<file path="src/rtl/cpu_clk_gate.sv">
// rtl/cpu_clk_gate.sv - turns the divided clock into a one-cycle CPU clock-enable with RUN/STOP/STEP control
module cpu_clk_gate #(
    parameter int SYNC_STAGES = 2,
    parameter int STEP_MAX    = 64,
    parameter int STEP_W      = 7,
    parameter int CNT_W       = 16
) (
    input  logic             clk,
    input  logic             reset,
    input  logic             tick_in,
    input  logic             run_req,
    input  logic             stop_req,
    input  logic             step_req,
    input  logic             cpu_sync,
    input  logic             cpu_halt,
    output logic             cpu_ce,
    output logic             running,
    output logic             stepping,
    output logic             halted,
    output logic             step_timeout,
    output logic [CNT_W-1:0] ce_count
);

    typedef enum logic [1:0] {
        ST_STOP = 2'd0,
        ST_RUN  = 2'd1,
        ST_STEP = 2'd2
    } state_t;

    localparam logic [STEP_W-1:0] STEP_LAST = STEP_W'(STEP_MAX - 1);

    state_t                 state_q;
    logic [SYNC_STAGES-1:0] sync_q;
    logic                   prev_q;
    logic                   cpu_ce_q;
    logic                   halted_q;
    logic                   timeout_q;
    logic [STEP_W-1:0]      step_cnt_q;
    logic [CNT_W-1:0]       ce_count_q;

    logic tick_rise;
    logic cpu_ce_d;

    assign tick_rise = sync_q[SYNC_STAGES-1] & ~prev_q;
    // Gate uses the pre-transition state, so a tick coinciding with stop_req still fires.
    assign cpu_ce_d  = tick_rise & (state_q == ST_RUN || state_q == ST_STEP);

    always_ff @(posedge clk or posedge reset) begin
        if (reset) begin
            state_q    <= ST_STOP;
            sync_q     <= '0;
            prev_q     <= 1'b0;
            cpu_ce_q   <= 1'b0;
            halted_q   <= 1'b0;
            timeout_q  <= 1'b0;
            step_cnt_q <= '0;
            ce_count_q <= '0;
        end else begin
            sync_q   <= {sync_q[SYNC_STAGES-2:0], tick_in};
            prev_q   <= sync_q[SYNC_STAGES-1];
            cpu_ce_q <= cpu_ce_d;
            if (cpu_ce_q) begin
                ce_count_q <= ce_count_q + 1'b1;
            end

            case (state_q)
                ST_STOP: begin
                    if (stop_req) begin
                        state_q <= ST_STOP;
                    end else if (step_req) begin
                        state_q    <= ST_STEP;
                        halted_q   <= 1'b0;
                        timeout_q  <= 1'b0;
                        step_cnt_q <= '0;
                    end else if (run_req) begin
                        state_q   <= ST_RUN;
                        halted_q  <= 1'b0;
                        timeout_q <= 1'b0;
                    end
                end
                ST_RUN: begin
                    if (stop_req) begin
                        state_q <= ST_STOP;
                    end else if (cpu_halt) begin
                        state_q  <= ST_STOP;
                        halted_q <= 1'b1;
                    end
                end
                ST_STEP: begin
                    if (stop_req) begin
                        state_q <= ST_STOP;
                    end else if (cpu_halt) begin
                        state_q  <= ST_STOP;
                        halted_q <= 1'b1;
                    end else if (cpu_ce_q) begin
                        if (step_cnt_q != STEP_W'(STEP_MAX)) begin
                            step_cnt_q <= step_cnt_q + 1'b1;
                        end
                        // SYNC on a later ce means the next machine cycle has begun.
                        if (cpu_sync && step_cnt_q != '0) begin
                            state_q <= ST_STOP;
                        end else if (step_cnt_q >= STEP_LAST) begin
                            state_q   <= ST_STOP;
                            timeout_q <= 1'b1;
                        end
                    end
                end
                default: state_q <= ST_STOP;
            endcase
        end
    end

    assign cpu_ce       = cpu_ce_q;
    assign running      = (state_q == ST_RUN);
    assign stepping     = (state_q == ST_STEP);
    assign halted       = halted_q;
    assign step_timeout = timeout_q;
    assign ce_count     = ce_count_q;

endmodule
</file>
<file path="config.mk">
export PLATFORM = sky130hd
export DESIGN_NAME = cpu_clk_gate
export DESIGN_NICKNAME = d
export VERILOG_FILES = /design/src/rtl/cpu_clk_gate.sv
export SDC_FILE = /design/constraint.sdc
export NUM_CORES = 1
export LEC_CHECK = 0
export ABC_AREA = 1
export CAP_MARGIN = 20
export CORE_MARGIN = 3
export CORE_UTILIZATION = 55
export DETAILED_ROUTE_END_ITERATION = 10
export PLACE_DENSITY = 0.82
export SLEW_MARGIN = 20
export SYNTH_ARGS = -nofsm -noshare
export SYNTH_HDL_FRONTEND = slang
export SYNTH_SLANG_ARGS = --single-unit
</file>
<file path="constraint.sdc">
create_clock -name clk -period 4.1 [get_ports clk]
set_clock_uncertainty 0.1 [all_clocks]
set_input_delay 0.82 -clock clk [delete_from_list [all_inputs] [get_ports clk]]
set_output_delay 0.82 -clock clk [all_outputs]
set_load 0.005 [all_outputs]
</file>
* Word level (Yosys, flattened, before mapping)
Cells that the tools add are included.
** Word-level totals
- Flip-flop bits (word level) :: 31
- Bits of input ports :: 8
- Output and inout port bits :: 21
- Logic and storage cells :: 73
** Operators by class
- Add/sub/neg operators :: 2
- Order comparisons :: 1
- Eq/ne operators :: 18
- Multiplexer cells :: 30
- Bitwise gates (word level) :: 3
- Reductions and logical operators :: 11
** Operators by type and width (count)
- $mux W7 :: 6
- $mux W2 :: 10
- $add A16 B1 Y16 const B :: 1
- $pmux W7 S2 :: 1
- $ne A2 B2 Y1 const B :: 6
- $mux W1 :: 10
- $ne A2 B1 Y1 const B :: 4
- $reduce_and A8 Y1 :: 1
- $add A7 B1 Y7 const B :: 1
- $ge A7 B6 Y1 const B :: 1
- $ne A7 B7 Y1 const B :: 1
- $reduce_and A7 Y1 :: 1
- $reduce_bool A7 Y1 :: 1
- $ne A3 B3 Y1 const B :: 2
- $pmux W2 S3 :: 1
- $ne A5 B3 Y1 const B :: 1
- $reduce_and A5 Y1 :: 1
- $ne A4 B3 Y1 const B :: 1
- $ne A4 B4 Y1 const B :: 1
- $pmux W1 S2 :: 2
- $reduce_and A4 Y1 :: 1
- $reduce_bool A2 Y1 :: 2
- $and A1 B1 Y1 :: 2
- $eq A2 B1 Y1 const B :: 1
- 6 further kinds :: 6

* Longest topological paths before layout
- Depth after elaboration :: 7
- Mapped depth :: 10
- Gate-level depth less buffers :: 10

* Least setup slack after synthesis
No wires, ideal clock.
- Kind :: input port to flip-flop
- Start point :: input port step_req
- End point :: register step_cnt_q[6]
- Library setup time :: 121 ps
- Data arrival time :: 1434 ps
- Data required time :: 3879 ps
- Slack :: 2445 ps
- Stages :: 7
- Path buffers :: 0
- Path through :: inv_1 > o21ai_0 > nand2_1 > nor2_8 > inv_2 > nand2_1 > o21ai_1
** Between the ends
- Word-level cells in the longest chain between the ends :: 2
** RTL lines
- from (decl) :: line 13 : input logic step_req,
- $ne A2 B2 Y1 (no source line)
- $reduce_and A7 Y1 (no source line)
- to (signal assigned) :: line 97 : step_cnt_q <= step_cnt_q + 1'b1;
- to (decl) :: line 38 : logic [STEP_W-1:0] step_cnt_q;
Every way passes these cells.
A chain may end at the register's enable or synchronous reset.

* Final worst setup path
- Start point :: register state_q[0]
- End point :: output port stepping
** Between the ends
- Word-level cells in the longest chain between the ends :: 1
** RTL lines
- from (decl) :: line 32 : state_t state_q;
- from (signal assigned) :: line 50 : state_q <= ST_STOP;
- from (signal assigned) :: line 69 : state_q <= ST_STOP;
- from (signal assigned) :: line 71 : state_q <= ST_STEP;
- $eq A2 B2 Y1 :: line 115 : assign stepping = (state_q == ST_STEP);
- to (decl) :: line 18 : output logic stepping,
Every way passes these cells.

==> run_results.csv <==
group,metric,value,unit
clock_network,cts_htree_levels,2,
placement,pre_cts_ws,1.64,ns
setup_path,arrival,1.91,ns
sta,setup_violations,0,
logic_synthesis,syn_nets,212,
setup_path,crit_required,3.18,ns
placement,place.gp.congestion,0.916,
logic_synthesis,yosysTopAreaCell,"dfrtp_1",
detailed_routing,dr.pass1.iters,4,
global_route,grt_start_max_net_pins,22,
clock_network,ctsResizeCount,0,
sta,finalCritPeriodShare,69.1,%
power,power_leakage,1.01,nW
clock_network,ctsLongestPathBuffers,2,
clock_network,cts-buffers-inserted,5,
global_route,grt_pass1_wl,5950,um
detailed_routing,drc_errors,0,
placement,hpwlAfterDp,2640,um
floorplan,die-area,0.00379,mm^2
global_route,grtUsageTotal,21.6,%
sta,finalSetupTns,0,ns
sta,period_needed,2.83,ns
detailed_routing,vias,1377,
setup_path,crit_path_end_kind,"primary output",
clock_network,root_buffer,"clkbuf_4",
logic_synthesis,yosysSeqAreaShare,45.7,%
detailed_routing,drt_iter0_markers,48,
sta,tightest_slew,0.490,ns
layout,syn_to_final_growth,21.9,%
clock_network,path_clk_slew,0.10,ns
global_route,antenna_found_initial,0,
setup_path,crit_path_cell_trace,"inv_1 -> ha_1 -> clkdlybuf4s50_1",
detailed_routing,vias_per_cell,5.24,
layout,final_net_count,247,
job,cap_violations,0,
floorplan,core,0.00285,mm^2
sta,finalHoldViolations,0,
sta,slew_headroom,67.3,%
layout,fillerInstances,222,
sta,rsz0062_at_grt,"no",
setup_path,critPathKind,"flip-flop to primary output",
logic_synthesis,ys_types,23,
floorplan,start_util,59.5,%
logic_synthesis,syn_area,0.00170,mm^2
logic_synthesis,avgSynthCellArea,8.62,um^2
setup_path,crit_fanout,14,
setup_path,crit_start,"state_q[0]",
logic_synthesis,synth-seq-cells,31,
sta,final.setup.worst_slack,1.27,ns
floorplan,die_h,61.6,um
layout,antenna_cells,0,
clock_network,ctsHoldBuffers,0,
logic_synthesis,yosys_warnings,0,
global_route,gr-total-overflow,0,
logic_synthesis,synth_cells,197,
logic_synthesis,yosys-top-cells-area,"dfrtp_1 (46%), nand2_1 (9.3%), xor2_1 (5.7%)",
placement,port_buffers,28,
clock_network,worstSkewPairLatency,0.33,ns
detailed_routing,finalWirelength,3440,um
setup_path,rr_startpoint,"state_q[0]",
placement,placed_area,0.00201,mm^2
sta,max_freq,0.353,GHz
setup_path,cp-start-kind,"flip-flop",
power,ir_worst_vdd,0.301,mV
detailed_routing,route.antenna.remaining_nets,0,
global_route,grt_pass1_vias,1338,
floorplan,ios,29,
hold_path,hp-class,"flip-flop to flip-flop",
setup_path,path_buf_inv,2,
clock_network,cts_sinks,31,
hold_path,min_from,"sync_q[0]",
setup_path,cp_top_family,"buffers and inverters",
floorplan,die_w,61.6,um
outcome,status,"complete, no violations",
power,finalPower,0.796,mW
logic_synthesis,netlist.area_leader.share,45.7,%
setup_path,max_stage_delay,0.60,ns
floorplan,rows,19,
power,power.density,385,mW/mm^2
layout,postLayoutCellArea,0.00207,mm^2
setup_path,crit_slowest_cell,"clkdlybuf4s50_1",
sta,slew_viol_final,0,
layout,fin_util,72.5,%
clock_network,post_cts_buffers,0,
clock_network,cts_tree,"yes",
layout,drive_gt1_share,11.6,%
detailed_routing,wl_per_cell,13.1,um
==> metal layers <==
layer	vias to the layer above	global-route usage (%)	wire length [um]	share of wire, %
met5	-	0	0	0
met1	651	27.7	1570	46
li1	692	-	-	-
met2	28	34.8	1690	49
met3	6	5.03	123	3.6
met4	0	9.09	62	1.8
==> report_power, final <==
| group | internal, mW | switching [mW] | leakage, nW |
|---|---|---|---|
| registers | 0.343 | 0.0412 | 0.416 |
| logic | 0.112 | 0.115 | 0.563 |
| clock network | 0.0794 | 0.105 | 0.0341 |
| total | 0.535 | 0.261 | 1.01 |
==> Yosys cell counts <==
| master | n |
|---|---|
| inv_2 | 4 |
| o21ai_1 | 4 |
| xor2_1 | 11 |
| xnor2_1 | 6 |
| nand4_1 | 5 |
| inv_1 | 24 |
| nand3b_1 | 3 |
| nor2_2 | 6 |
| dfrtp_1 | 31 |
| o21bai_1 | 2 |
| ha_1 | 7 |
| nand3_1 | 13 |
| nand2_2 | 4 |
| nand2_1 | 42 |
| a21oi_1 | 2 |
| nor3_1 | 8 |
| buf_6 | 1 |
| o21ai_0 | 4 |
| a21oi_4 | 1 |
| nor2_1 | 15 |
| nand3_2 | 2 |
| nand4_2 | 1 |
| nor2_8 | 1 |
==> metrics by stage <==
stage,hold slack (ns),instances
2_1_floorplan,0.231,197
3_5_place_dp,0.259,256
4_1_cts,0.281,263
6_report,0.276,263
5_1_grt,0.282,263
3_3_place_gp,0.237,256
==> path summary, 6_finish.rpt <==
kind                                  to  slack, ns  depth (start not counted)
max                             stepping       1.27                          3
min                            sync_q[1]       0.28                          0
max reg2reg                step_cnt_q[3]       2.23                          9
min reg2reg                    sync_q[1]       0.28                          0
max in group asynchronous    ce_count[1]       2.59                          3
min in group asynchronous   ce_count[12]       0.67                          2
==> cell usage in the layout (no fill, tap or decap) <==
master / instances
o21ai_0: 4
xor2_1: 11
xnor2_1: 6
nand3_2: 2
nand4_2: 1
o21ai_1: 4
nand3b_1: 3
nor2_2: 6
a21oi_1: 2
clkdlybuf4s50_1: 28
clkbuf_8: 1
buf_4: 1
nand2_1: 42
nand2_2: 4
clkbuf_4: 5
nand4_1: 5
dfrtp_1: 31
inv_2: 4
nor2_1: 15
nor3_1: 8
ha_1: 7
nor2_8: 1
o21bai_1: 2
nand3_1: 13
clkinv_2: 1
inv_1: 24
a21oi_4: 1
==> sequential cells by signal, indices dropped and copies added, names as in the netlist <==
register / count
ce_count: 16
step_timeout: 1
sync_q: 2
cpu_ce: 1
prev_q: 1
step_cnt_q: 7
halted: 1
state_q: 2
==> cells by family after synthesis <==
group                    count (synthesis)  share of synthesized area [%]
flip-flops                              31                           45.7
AO/OA/AOI/OAI                           13                           4.79
buffers and inverters                   29                           6.85
adder cells (fa/ha/maj)                  7                           5.16
AND/OR/NAND/NOR                        100                           28.7
XOR/XNOR                                17                           8.77
==> final cells by class <==
class                   count  area, um^2  area share, %
multi-input cells         137         806           38.9
well taps                  31        38.8           1.87
inverters                  28         105           5.08
clock inverters             1        5.00          0.242
flip-flops and latches     31         776           37.5
repair buffers             29         288           13.9
clock buffers               6        51.3           2.48
(Power assumes the default switching activity.)
